===== src/rtl/sw_debounce_pkg.sv =====
// Shared types and defaults for the board switch debouncer that drives the
// clock-select bus.
package clocking_pkg;

  // Per-channel debounce state.
  typedef enum logic {
    STABLE  = 1'b0,
    PENDING = 1'b1
  } sw_state_e;

  localparam int SW_SYNC_STAGES_DEF     = 2;
  localparam int SW_DEBOUNCE_CYCLES_DEF = 50000;

  // Width of the debounce counter: $clog2 of the cycle count, never below 1 bit.
  function automatic int sw_cnt_width(input int cycles);
    int w;
    w = $clog2(cycles);
    return (w < 1) ? 1 : w;
  endfunction

endpackage


===== src/rtl/sw_debounce_channel.sv =====
// One switch channel: synchroniser chain, debounce counter and two-state FSM.
// Optional macro SW_DEBOUNCE_CHANGE_PULSE_EN adds the registered change pulse.
module sw_debounce_channel
  import clocking_pkg::*;
#(
  parameter int   SYNC_STAGES     = SW_SYNC_STAGES_DEF,
  parameter int   DEBOUNCE_CYCLES = SW_DEBOUNCE_CYCLES_DEF,
  parameter logic RESET_VAL       = 1'b0
) (
  input  logic clk,
  input  logic rst,
  input  logic sw_raw,
  output logic sw_out
`ifdef SW_DEBOUNCE_CHANGE_PULSE_EN
  ,
  output logic sw_changed
`endif
);

  localparam int                CW       = sw_cnt_width(DEBOUNCE_CYCLES);
  localparam logic [CW-1:0]     CNT_LAST = CW'(DEBOUNCE_CYCLES - 1);
  localparam logic [SYNC_STAGES-1:0] SYNC_RST = {SYNC_STAGES{RESET_VAL}};

  if (SYNC_STAGES < 2) begin : g_bad_sync
    $error("sw_debounce_channel: SYNC_STAGES must be at least 2");
  end
  if (DEBOUNCE_CYCLES < 1) begin : g_bad_cycles
    $error("sw_debounce_channel: DEBOUNCE_CYCLES must be at least 1");
  end

  logic [SYNC_STAGES-1:0] sync_q;
  logic                   sw_sync;
  logic                   mismatch;
  sw_state_e              state_q, state_d;
  logic [CW-1:0]          cnt_q, cnt_d;
  logic                   take;

  assign sw_sync  = sync_q[SYNC_STAGES-1];
  assign mismatch = (sw_sync != sw_out);

  // Synchroniser chain: the raw pin enters at bit 0, sw_sync leaves the top bit.
  // NOTE: every clocked process uses <= so all flops sample pre-edge values.
  always_ff @(posedge clk) begin
    if (rst) sync_q <= SYNC_RST;
    else     sync_q <= {sync_q[SYNC_STAGES-2:0], sw_raw};
  end

  // Next-state logic: count consecutive mismatching cycles, accept on the last.
  // NOTE: defaults first so every path assigns every output and no latch forms.
  always_comb begin
    state_d = state_q;
    cnt_d   = cnt_q;
    take    = 1'b0;
    unique case (state_q)
      STABLE: begin
        if (mismatch) begin
          if (DEBOUNCE_CYCLES == 1) begin
            take = 1'b1;
          end else begin
            state_d = PENDING;
            cnt_d   = CW'(1);
          end
        end
      end
      PENDING: begin
        if (!mismatch) begin
          state_d = STABLE;
          cnt_d   = '0;
        end else if (cnt_q == CNT_LAST) begin
          take    = 1'b1;
          state_d = STABLE;
          cnt_d   = '0;
        end else begin
          cnt_d = cnt_q + CW'(1);
        end
      end
      default: begin
        state_d = STABLE;
        cnt_d   = '0;
      end
    endcase
  end

  // State, counter and debounced output registers.
  always_ff @(posedge clk) begin
    if (rst) begin
      state_q <= STABLE;
      cnt_q   <= '0;
      sw_out  <= RESET_VAL;
    end else begin
      state_q <= state_d;
      cnt_q   <= cnt_d;
      if (take) sw_out <= sw_sync;
    end
  end

`ifdef SW_DEBOUNCE_CHANGE_PULSE_EN
  // Change pulse: set on the same edge sw_out toggles, so it is high for the
  // one cycle that follows.
  always_ff @(posedge clk) begin
    if (rst) sw_changed <= 1'b0;
    else     sw_changed <= take;
  end
`endif

endmodule


===== src/rtl/sw_debounce.sv =====
// Debounced slide-switch bus for the clock-select network: one independent
// channel per switch. Optional macro SW_DEBOUNCE_CHANGE_PULSE_EN exposes the
// per-channel sw_changed pulse.
module sw_debounce
  import clocking_pkg::*;
#(
  parameter int                NUM_SW          = 2,
  parameter int                SYNC_STAGES     = SW_SYNC_STAGES_DEF,
  parameter int                DEBOUNCE_CYCLES = SW_DEBOUNCE_CYCLES_DEF,
  parameter logic [NUM_SW-1:0] SW_RESET_VAL    = '0
) (
  input  logic              clk,
  input  logic              rst,
  input  logic [NUM_SW-1:0] sw_raw,
  output logic [NUM_SW-1:0] sw_out
`ifdef SW_DEBOUNCE_CHANGE_PULSE_EN
  ,
  output logic [NUM_SW-1:0] sw_changed
`endif
);

  // Replicate one debounce channel per switch bit.
  for (genvar i = 0; i < NUM_SW; i++) begin : g_ch
    sw_debounce_channel #(
      .SYNC_STAGES    (SYNC_STAGES),
      .DEBOUNCE_CYCLES(DEBOUNCE_CYCLES),
      .RESET_VAL      (SW_RESET_VAL[i])
    ) u_ch (
      .clk       (clk),
      .rst       (rst),
      .sw_raw    (sw_raw[i]),
      .sw_out    (sw_out[i])
`ifdef SW_DEBOUNCE_CHANGE_PULSE_EN
      ,
      .sw_changed(sw_changed[i])
`endif
    );
  end

endmodule


===== config.mk =====
export PLATFORM = sky130hd
export DESIGN_NAME = sw_debounce
export DESIGN_NICKNAME = d
export VERILOG_FILES = /design/src/rtl/sw_debounce_pkg.sv /design/src/rtl/sw_debounce_channel.sv /design/src/rtl/sw_debounce.sv
export SDC_FILE = /design/constraint.sdc
export NUM_CORES = 1
export LEC_CHECK = 0
export CAP_MARGIN = 20
export CORE_UTILIZATION = 60
export DETAILED_ROUTE_END_ITERATION = 8
export PLACE_DENSITY = 0.82
export SLEW_MARGIN = 20
export SYNTH_ARGS = -nofsm -noshare
export SYNTH_HDL_FRONTEND = slang
export SYNTH_SLANG_ARGS = --single-unit

===== constraint.sdc =====
create_clock -name clk -period 2.9 [get_ports clk]
set_clock_uncertainty 0.05 [all_clocks]
set_input_delay 0.58 -clock clk [delete_from_list [all_inputs] [get_ports clk]]
set_output_delay 0.58 -clock clk [all_outputs]
set_load 0.1 [all_outputs]

==> out/results.tsv, run 1 <==
stage	metric	value	unit
status	status	complete, no violations	
worst_setup_path	start_kind	input port	
sta	rsz0062_at_grt	no	
min_path	min_path_type	register to register	
sta	finalSetupTns	0	ns
sta	fmax	470.8	MHz
worst_setup_path	critical_path_required	3.12	ns
layout	fin_cells	277	
placement	numPortBuffers	5	
placement	dp_hpwl	2.659	mm
die	fp-row-count	20	
min_path	min_to	g_ch[1].u_ch.sync_q[1]$_SDFF_PP0_	
routing	drtIter0Drc	75	
sta	fin_ws	0.7760	ns
logic_synthesis	ys_seq_area_frac	0.4033	
grt	grt_pass1_vias	1351	
sta	tightestPinTransition	1.015	ns
logic_synthesis	synth_area_leaders	dfxtp_1, a21oi_1, a22o_1, a31oi_1, nand4_1	
sta	slew_headroom	0.3182	
placement	pre_cts_ws	0.4729	ns
routing	dr.pass1.iters	4	
routing	vias	1634	
layout	stdcell_area	2101	um^2
die	core	3103	um^2
worst_setup_path	cp_max_fo	12	
logic_synthesis	yosysTopAreaCell	dfxtp_1	
power_and_ir_drop	p_leak	0.7276	nW
die	die_y	59.53	um
sta	timing.final.crit_share	0.7324	
clock_network	cts_tree	done	
worst_setup_path	setup.worst_path.start	rst	
clock_network	root_buffer	clkbuf_4	
logic_synthesis	synth_top_area_share	0.4033	
routing	wl_per_cell	13.53	um
die	dieWidth	59.53	um
clock_network	cts_resized	0	
run	drv_cap	0	
sta	period_needed	2.124	ns
placement	place_congestion	0.8777	
layout	drive_above_1_share	0.08155	
worst_setup_path	cp-end-kind	register	
clock_network	cts_setup_buffers	0	
power_and_ir_drop	ir_drop	482.5	uV
power_and_ir_drop	powerDensity	451.6	nW/um^2
logic_synthesis	synth_edf_count	0	
clock_network	clk_pin_slew	0.12	ns
die	initial_core_util	0.6399	
grt	grt_util_all_layers	0.2306	
die	io_pins	6	
logic_synthesis	synth_warnings	0	
layout	fillers	278	
logic_synthesis	avgSynthCellArea	8.596	um^2
worst_setup_path	reg2regPathDepth	6	
routing	ant_nets	0	
clock_network	cts_hold_buf	0	
logic_synthesis	syn_nets	237	
grt	grt_max_degree	21	
sta	final_hold_viol_count	0	
worst_setup_path	r2r-end	g_ch[0].u_ch.cnt_q[14]$_SDFFE_PP0P_	
die	dieArea	3543	um^2
clock_network	cts.htree.levels	2	
grt	grt_pass1_wl	6.189	mm
sta	finalSetupViolations	0	
layout	nets	238	
grt	grt-ovfl-total	0	
worst_setup_path	r2r_slack	0.92	ns
logic_synthesis	syn_inst	231	
sta	slew_violations	0	
logic_synthesis	ys_seq_elements	40	
min_path	whs_path_depth	1	
logic_synthesis	netlist_area	1986	um^2
logic_synthesis	ys_types	46	
clock_network	numCtsBuffers	5	
logic_synthesis	synth_most_common_cell	dfxtp_1	
routing	drt_wl_total	3.749	mm
worst_setup_path	worstSetupPathType	input port to register	
grt	antenna_found_initial	0	
logic_synthesis	synth_common_cells	dfxtp_1, a21oi_1, nand2_1	
layout	area_growth	5.797	%
worst_setup_path	crit_arrival	2.34	ns
worst_setup_path	r2r_start	g_ch[0].u_ch.cnt_q[0]$_SDFFE_PP0P_	
clock_network	clkLatencyLatePin	0.33	ns
logic_synthesis	async_reset_ff_frac	0	
routing	drc_errors	0	
clock_network	numClockSinks	40	
routing	viasPerCell	5.899	
placement	placed_cells	269	
clock_network	cts_buffer_depth	2	
placement	post_dp_cell_area	2024	um^2
layout	diodes	0	
min_path	min_from	g_ch[1].u_ch.sync_q[0]$_SDFF_PP0_	
logic_synthesis	yosys_most_used_dff	dfxtp_1	
## how the worst max path moves through the flow
stage	endpoint	slack (ns)	depth (start not counted)
3_3_place_gp	g_ch[0].u_ch.cnt_q[15]$_SDFFE_PP0P_	0.54	5
4_1_cts	g_ch[1].u_ch.cnt_q[14]$_SDFFE_PP0P_	0.82	3
5_1_grt	g_ch[0].u_ch.cnt_q[6]$_SDFFE_PP0P_	0.68	5
3_5_place_dp	g_ch[0].u_ch.cnt_q[15]$_SDFFE_PP0P_	0.47	5
6_report	g_ch[1].u_ch.cnt_q[14]$_SDFFE_PP0P_	0.78	3
2_1_floorplan	g_ch[0].u_ch.cnt_q[11]$_SDFFE_PP0P_	1.17	5
## logic make-up (layout without fill, tap and decap cells)
logic type,after synthesis,in the layout,synth area share
XOR/XNOR,8,8,0.03907
AO/OA/AOI/OAI,55,55,0.1802
adder cells (fa/ha/maj),2,2,0.01260
buffers and inverters,21,23,0.05545
AND/OR/NAND/NOR,103,103,0.2993
flip-flops,40,40,0.4033
multiplexers,2,2,0.01008
## layout by cell type, fill, tap and decap left out, drive strengths merged, types with 5 or more instances in the layout
cell type,n
dfxtp,40
a21oi,17
nand2,16
nor2,16
nand3,12
a31oi,11
nand4,10
a22o,9
or3,9
nor3,9
o21ai,9
inv,7
clkbuf,6
and3,5
xnor2,5
nor2b,5
buf,5
## where the power goes
group          switching [mW]  leakage (nW)  internal, mW
Clock                   0.173        0.0422         0.181
Combinational          0.0213         0.362        0.0150
Sequential            0.00452         0.323         0.554
## critical path, cell delays in order
cell,delay [ns]
clkdlybuf4s50_1,0.60
nor3_1,0.90
a22o_1,0.27
## registers in the layout, summed over array words and instances, names as in the netlist
name	count
g_ch.u_ch.sync_q	4
g_ch.u_ch.sw_out	2
g_ch.u_ch.state_q	2
g_ch.u_ch.cnt_q	32
## layer usage
layer	track usage	vias up	wire [um]	part of all wire
li1	-	862	-	-
met5	0	-	0	0
met2	0.3258	32	1613	0.43
met1	0.3533	736	1977	0.53
met4	0.04983	0	31	0.0083
met3	0.05459	4	127	0.034
## final cells by class
type                       count  area (um^2)  share of cell area
sequential                    40        800.8              0.3812
clock inverter                 2        35.03             0.01668
clock buffer                   6        41.29             0.01965
tap                           44        55.05             0.02621
inverter                       7        26.28             0.01251
multi-input combinational    170         1075              0.5116
timing repair buffer           8        67.56             0.03216
## stage by stage
step	power, mW	util	hold slack (ns)
floorplan	0.5945	-	0.3638
global placement	0.6059	0.6524	0.3706
detailed placement	0.6077	0.6524	0.3885
CTS	0.9550	0.6770	0.4102
global route	0.9896	0.6770	0.4192
finish	0.9487	0.6770	0.4067
No activity file was read; power rests on OpenSTA's default activity.
==> run 2: changes to the inputs <==
CORE_UTILIZATION = 54   (was 60)
PLACE_DENSITY = 0.78   (was 0.82)
clock period = 1.9 ns   (was 2.9 ns; I/O delays follow)
==> run 2 against run 1 <==
Final area is 13% higher. Worst hold slack worse by 0.015 ns. Critical endpoint is now g_ch[0].u_ch.cnt_q[11]$_SDFFE_PP0P_. Global-route usage is 0.88 points higher.
==> out/results.tsv, run 2 (same netlist as run 1, synthesis figures left out) <==
stage	metric	value	unit	change
routing	drt_wl_total	4.202	mm	+12%
worst_setup_path	r2r_slack	0.11	ns	-0.81 ns
grt	grt-ovfl-total	0		unchanged
clock_network	numClockSinks	40		unchanged
die	dieWidth	62.64	um	+5.2%
routing	dr.pass1.iters	4		unchanged
power_and_ir_drop	switching_share	0.2084		-0.0009346
die	die_y	62.64	um	+5.2%
layout	final_common_cell	dfxtp_1		
layout	regMostFlops	g_ch.u_ch.cnt_q		
worst_setup_path	crit_buf_inv	1		unchanged
layout	nets	262		+10%
worst_setup_path	cp-end-kind	register		
routing	vias	1787		+9.4%
status	status	complete, no violations		
worst_setup_path	cp_max_fo	8		-4
placement	pre_cts_ws	-0.02149	ns	-0.4944 ns
worst_setup_path	slowest_stage	or3_1		
worst_setup_path	max_stage_delay	0.37	ns	-0.53 ns
layout	area_growth	19.34	%	
sta	slew_headroom	0.7318		+0.4135
power_and_ir_drop	power_frac_comb	0.039		about the same
grt	grt_pass1_vias	1695		+25%
run	drv_cap	0		unchanged
routing	ant_nets	0		unchanged
min_path	min_path_type	register to register		
die	dieArea	3924	um^2	+11%
sta	fin_ws	0.1137	ns	-0.6624 ns
sta	final_hold_viol_count	0		unchanged
sta	rsz0062_at_grt	no		
layout	diodes	0		unchanged
power_and_ir_drop	ir_drop	559.6	uV	+16%
sta	finalSetupTns	0	ns	unchanged
power_and_ir_drop	seqPwrFrac	0.516		-0.073
worst_setup_path	reg2regPathDepth	7		+1
worst_setup_path	crit_arrival	1.98	ns	-0.36 ns
worst_setup_path	worstPathCellList	ha_1, and4b_1, and4_4, buf_4, or3_1, a21oi_1, a31o_2		
worst_setup_path	critical_path_required	2.10	ns	-1.02 ns
routing	wl_met1	2.104	mm	+6.4%
worst_setup_path	r2r_start	g_ch[0].u_ch.cnt_q[0]$_SDFFE_PP0P_		
routing	wl_per_cell	13.87	um	+2.5%
sta	fmax	559.8	MHz	
layout	largest_reg_flops	32		unchanged
grt	grt_max_degree	19		-9.5%
routing	wl_met2	1.862	mm	+15%
clock_network	cts_setup_buffers	0		unchanged
layout	drive_above_1_share	0.1790		+0.09744
power_and_ir_drop	p_leak	0.8836	nW	+21%
clock_network	cts_tree	done		
die	initial_core_util	0.5769		-0.06304
layout	final_core_util	0.6885		+0.01146
sta	tightestPinTransition	0.3987	ns	-0.6162 ns
grt	grt_pass1_wl	7.445	mm	+20%
grt	grt_util_all_layers	0.2394		+0.008781
worst_setup_path	r2r-end	g_ch[0].u_ch.cnt_q[11]$_SDFFE_PP0P_		
layout	layout_common_cells	dfxtp_1, buf_4, a21oi_1		
worst_setup_path	start_kind	register		
clock_network	clk_pin_slew	0.08	ns	-0.04 ns
clock_network	root_buffer	clkbuf_8		
sta	holdWs	0.3917	ns	-0.01496 ns
sta	finalSetupViolations	0		unchanged
routing	viasPerCell	5.898		about the same
clock_network	clkLatencyLatePin	0.30	ns	-0.03 ns
placement	numPortBuffers	5		unchanged
sta	period_needed	1.786	ns	
power_and_ir_drop	clkPwrFrac	0.444		+0.071
worst_setup_path	worstSetupEndpoint	g_ch[0].u_ch.cnt_q[11]$_SDFFE_PP0P_		
clock_network	cts.htree.levels	2		unchanged
power_and_ir_drop	powerDensity	695.3	nW/um^2	+54%
worst_setup_path	cp.depth	7		+4
clock_network	cts_buffer_depth	2		unchanged
power_and_ir_drop	intPower	1.304	mW	+74%
power_and_ir_drop	p_total	1.648	mW	+74%
sta	timing.final.crit_share	0.9402		
routing	drtIter0Drc	61		-19%
die	core	3442	um^2	+11%
sta	slew_violations	0		unchanged
layout	top_regs	g_ch.u_ch.cnt_q: 32 flops, g_ch.u_ch.sync_q: 4 flops		
worst_setup_path	critical_path.top_delay_family	simple AND/OR/NAND/NOR gates		
placement	dp_hpwl	2.943	mm	+11%
die	io_pins	6		unchanged
power_and_ir_drop	p_sw	343.4	uW	+73%
routing	drc_errors	0		unchanged
worst_setup_path	setup.worst_path.start	g_ch[0].u_ch.cnt_q[0]$_SDFFE_PP0P_		
grt	antenna_found_initial	0		unchanged
clock_network	numCtsBuffers	5		unchanged
die	fp-row-count	21		+5.0%
routing	route.met3.wl	182	um	+43%
placement	place_congestion	0.9154		+4.3%
worst_setup_path	worstSetupPathType	register to register		
routing	top_layer	met4		
[run 2: worst min-delay path by stage]
stage                                        endpoint  slack, ns  cells after the start                         startpoint
floorplan           g_ch[0].u_ch.sync_q[1]$_SDFF_PP0_       0.36                      1  g_ch[0].u_ch.sync_q[0]$_SDFF_PP0_
detailed placement  g_ch[0].u_ch.sync_q[1]$_SDFF_PP0_       0.39                      1  g_ch[0].u_ch.sync_q[0]$_SDFF_PP0_
global placement    g_ch[1].u_ch.sync_q[1]$_SDFF_PP0_       0.37                      1  g_ch[1].u_ch.sync_q[0]$_SDFF_PP0_
global route        g_ch[1].u_ch.sync_q[1]$_SDFF_PP0_       0.41                      1  g_ch[1].u_ch.sync_q[0]$_SDFF_PP0_
CTS                 g_ch[1].u_ch.sync_q[1]$_SDFF_PP0_       0.40                      1  g_ch[1].u_ch.sync_q[0]$_SDFF_PP0_
finish              g_ch[1].u_ch.sync_q[1]$_SDFF_PP0_       0.39                      1  g_ch[1].u_ch.sync_q[0]$_SDFF_PP0_
[run 2: final cells by class]
type	instances	area [um^2]
multi-input cells	170	1079
fillers	261	1072
flip-flops and latches	40	800.8
repair buffers	32	285.3
clock buffers	6	82.58
well taps	46	57.56
clock inverters	2	38.79
inverters	7	26.28
[run 2: routing by layer]
metal,track usage,vias up
met1,0.3242,827
met4,0.09884,0
met5,0,-
met2,0.3614,43
li1,-,911
met3,0.06022,6
[run 2: power groups by stage]
stage | Combinational, mW | Clock (mW) | Sequential [mW]
4_1_cts | 0.0651 | 0.744 | 0.851
3_5_place_dp | 0.0648 | 0 | 0.871
3_3_place_gp | 0.0624 | 0 | 0.871
5_1_grt | 0.0715 | 0.783 | 0.852
6_report | 0.0648 | 0.732 | 0.851
2_1_floorplan | 0.0380 | 0 | 0.869
[run 2: what timing repair did]
action                     CTS  global route
hold buffers                 0             0
setup endpoints to repair    0             6
gates resized for setup      0             3
[run 2: worst register-to-register path, delay by kind of cell (launching register included)]
family	cells	cell delay [ns]
simple gates	3	0.76
flops	1	0.32
compound gates	2	0.26
fa+ha+maj	1	0.21
buf+inv	1	0.16
[run 2: stage by stage]
step	std cells	instance area [um^2]
2_1_floorplan	231	1986
6_report	303	2370
3_5_place_dp	295	2245
5_1_grt	303	2370
4_1_cts	303	2366
3_3_place_gp	295	2245
==> run 3: changes to the inputs <==
CORE_ASPECT_RATIO = 0.9   (was default)
==> run 3 against run 2 <==
Largest cell class unchanged. Non-clock buffer count stayed put. Die area is essentially flat. Largest power group unchanged. Flip-flop and latch count is the same.
==> out/results.tsv, run 3 (same netlist as run 1, synthesis figures left out) <==
stage	metric	value	unit	change
power_and_ir_drop	ir_drop	524.6	uV	-6.3%
sta	period_needed	1.808	ns	+0.02160 ns
worst_setup_path	worstSetupPathType	register to register		
layout	largest_reg_flops	32		unchanged
worst_setup_path	worstPathCellList	ha_2, and4b_1, and4_2, buf_4, or3_1, a21oi_1, a31o_2		
layout	top_regs	g_ch.u_ch.cnt_q: 32 flops, g_ch.u_ch.sync_q: 4 flops		
routing	wl_per_cell	13.78	um	-0.63%
clock_network	clk_pin_slew	0.08	ns	about the same
layout	regMostFlops	g_ch.u_ch.cnt_q		
grt	grt_pass1_vias	1554		-8.3%
clock_network	clkLatencyLatePin	0.30	ns	about the same
routing	dr.pass1.iters	4		unchanged
placement	pre_cts_ws	-0.01599	ns	+0.005500 ns
sta	holdWs	0.4022	ns	+0.01049 ns
run	drv_cap	0		unchanged
layout	area_growth	18.15	%	
grt	antenna_found_initial	0		unchanged
clock_network	cts_resized	0		unchanged
layout	drive_above_1_share	0.1829		+0.003891
sta	final_hold_viol_count	0		unchanged
worst_setup_path	cp_max_fo	8		unchanged
routing	ant_nets	0		unchanged
clock_network	cts_hold_buf	0		unchanged
worst_setup_path	start_kind	register		
sta	rsz0062_at_grt	no		
placement	numPortBuffers	5		unchanged
power_and_ir_drop	switching_share	0.2262		+0.01779
placement	dp_hpwl	2.929	mm	-0.47%
sta	fmax	553.1	MHz	-1.2%
layout	fillers	271		+3.8%
power_and_ir_drop	power_frac_comb	0.043		+0.004
die	dieWidth	65.92	um	+5.2%
clock_network	numCtsBuffers	5		unchanged
power_and_ir_drop	intPower	1.170	mW	-10%
grt	grt-ovfl-total	0		unchanged
worst_setup_path	critical_path_required	2.10	ns	about the same
die	fp-row-count	20		-4.8%
power_and_ir_drop	p_leak	0.8631	nW	-2.3%
layout	stdcell_area	2346	um^2	-1.0%
routing	viasPerCell	5.811		-1.5%
grt	grt_util_all_layers	0.2399		+0.0004598
min_path	min_path_type	register to register		
power_and_ir_drop	powerDensity	644.6	nW/um^2	-7.3%
die	die_y	59.53	um	-5.0%
status	status	complete, no violations		
power_and_ir_drop	p_sw	342.1	uW	-0.38%
clock_network	numClockSinks	40		unchanged
die	initial_core_util	0.5750		-0.001881
grt	grt_max_degree	15		-4
sta	timing.final.crit_share	0.9515		+0.01137
worst_setup_path	slowest_stage	or3_1		
power_and_ir_drop	seqPwrFrac	0.563		+0.047
clock_network	cts_setup_buffers	0		unchanged
clock_network	root_buffer	clkbuf_8		
grt	grt_pass1_wl	6.982	mm	-6.2%
routing	drc_errors	0		unchanged
clock_network	cts_buffer_depth	2		unchanged
sta	fin_ws	0.09208	ns	-0.02160 ns
worst_setup_path	max_stage_delay	0.36	ns	about the same
routing	drtIter0Drc	124		+100%
sta	tightestPinTransition	0.3684	ns	-0.03031 ns
sta	finalSetupViolations	0		unchanged
placement	post_dp_cell_area	2242	um^2	-0.11%
layout	diodes	0		unchanged
power_and_ir_drop	clkPwrFrac	0.394		-0.050
clock_network	cts.htree.levels	2		unchanged
layout	fin_cells	301		-0.66%
sta	slew_headroom	0.7521		+0.02039
placement	place_congestion	0.8780		-4.1%
placement	placed_cells	293		-0.68%
worst_setup_path	cp-end-kind	register		
worst_setup_path	crit_arrival	2.01	ns	+0.03 ns
die	core	3453	um^2	+0.33%
layout	nets	262		unchanged
routing	drt_wl_total	4.148	mm	-1.3%
layout	layout_common_cells	dfxtp_1, buf_4, a21oi_1		
layout	final_common_cell	dfxtp_1		
sta	slew_violations	0		unchanged
die	dieArea	3924	um^2	about the same
die	io_pins	6		unchanged
routing	vias	1749		-2.1%
clock_network	cts_tree	done		
## run 3: worst paths after layout
kind	to	slack, ns	from	cells after the start
worst max-delay path	g_ch[0].u_ch.cnt_q[11]$_SDFFE_PP0P_	0.09	g_ch[0].u_ch.cnt_q[0]$_SDFFE_PP0P_	7
worst min-delay path	g_ch[1].u_ch.sync_q[1]$_SDFF_PP0_	0.40	g_ch[1].u_ch.sync_q[0]$_SDFF_PP0_	1
worst max register to register	g_ch[0].u_ch.cnt_q[11]$_SDFFE_PP0P_	0.09	g_ch[0].u_ch.cnt_q[0]$_SDFFE_PP0P_	7
worst min register to register	g_ch[1].u_ch.sync_q[1]$_SDFF_PP0_	0.40	g_ch[1].u_ch.sync_q[0]$_SDFF_PP0_	1
## run 3: critical path: cells and delay by family, from the launching register on
family	cells	cell delay (ns)
simple gates	3	0.77
flops	1	0.33
compound gates	2	0.25
fa+ha+maj	1	0.19
buf+inv	1	0.16
## run 3: cell type report
| type | count | area (um^2) | area share |
|---|---|---|---|
| clock buffer | 7 | 86.33 | 0.03680 |
| clock inverter | 1 | 7.507 | 0.003200 |
| inverter | 7 | 26.28 | 0.01120 |
| multi-input combinational | 170 | 1085 | 0.4624 |
| sequential | 40 | 800.8 | 0.3413 |
| tap | 44 | 55.05 | 0.02347 |
| timing repair buffer | 32 | 285.3 | 0.1216 |
## run 3: power groups by stage
stage	Clock [mW]	Sequential, mW	Combinational [mW]
after floorplan	0	0.869	0.0380
after detailed placement	0	0.871	0.0648
after global placement	0	0.871	0.0629
final	0.596	0.851	0.0653
after global routing	0.639	0.852	0.0711
after CTS	0.603	0.851	0.0651
## run 3: per-stage QoR
step	setup TNS [ns]	power, mW	util
final	0	1.512	0.6793
after CTS	0	1.519	0.6764
after floorplan	0	0.9075	-
after detailed placement	-0.01599	0.9355	0.6493
after global placement	0	0.9334	0.6493
after global routing	0	1.562	0.6793
## run 3: routing by layer
metal / GRT usage / wire, um / vias to the layer above
li1: - / - / 900
met1: 0.3428 / 2089 / 791
met2: 0.3294 / 1774 / 49
met3: 0.05385 / 197 / 9
met4: 0.1335 / 87 / 0
met5: 0 / 0 / -
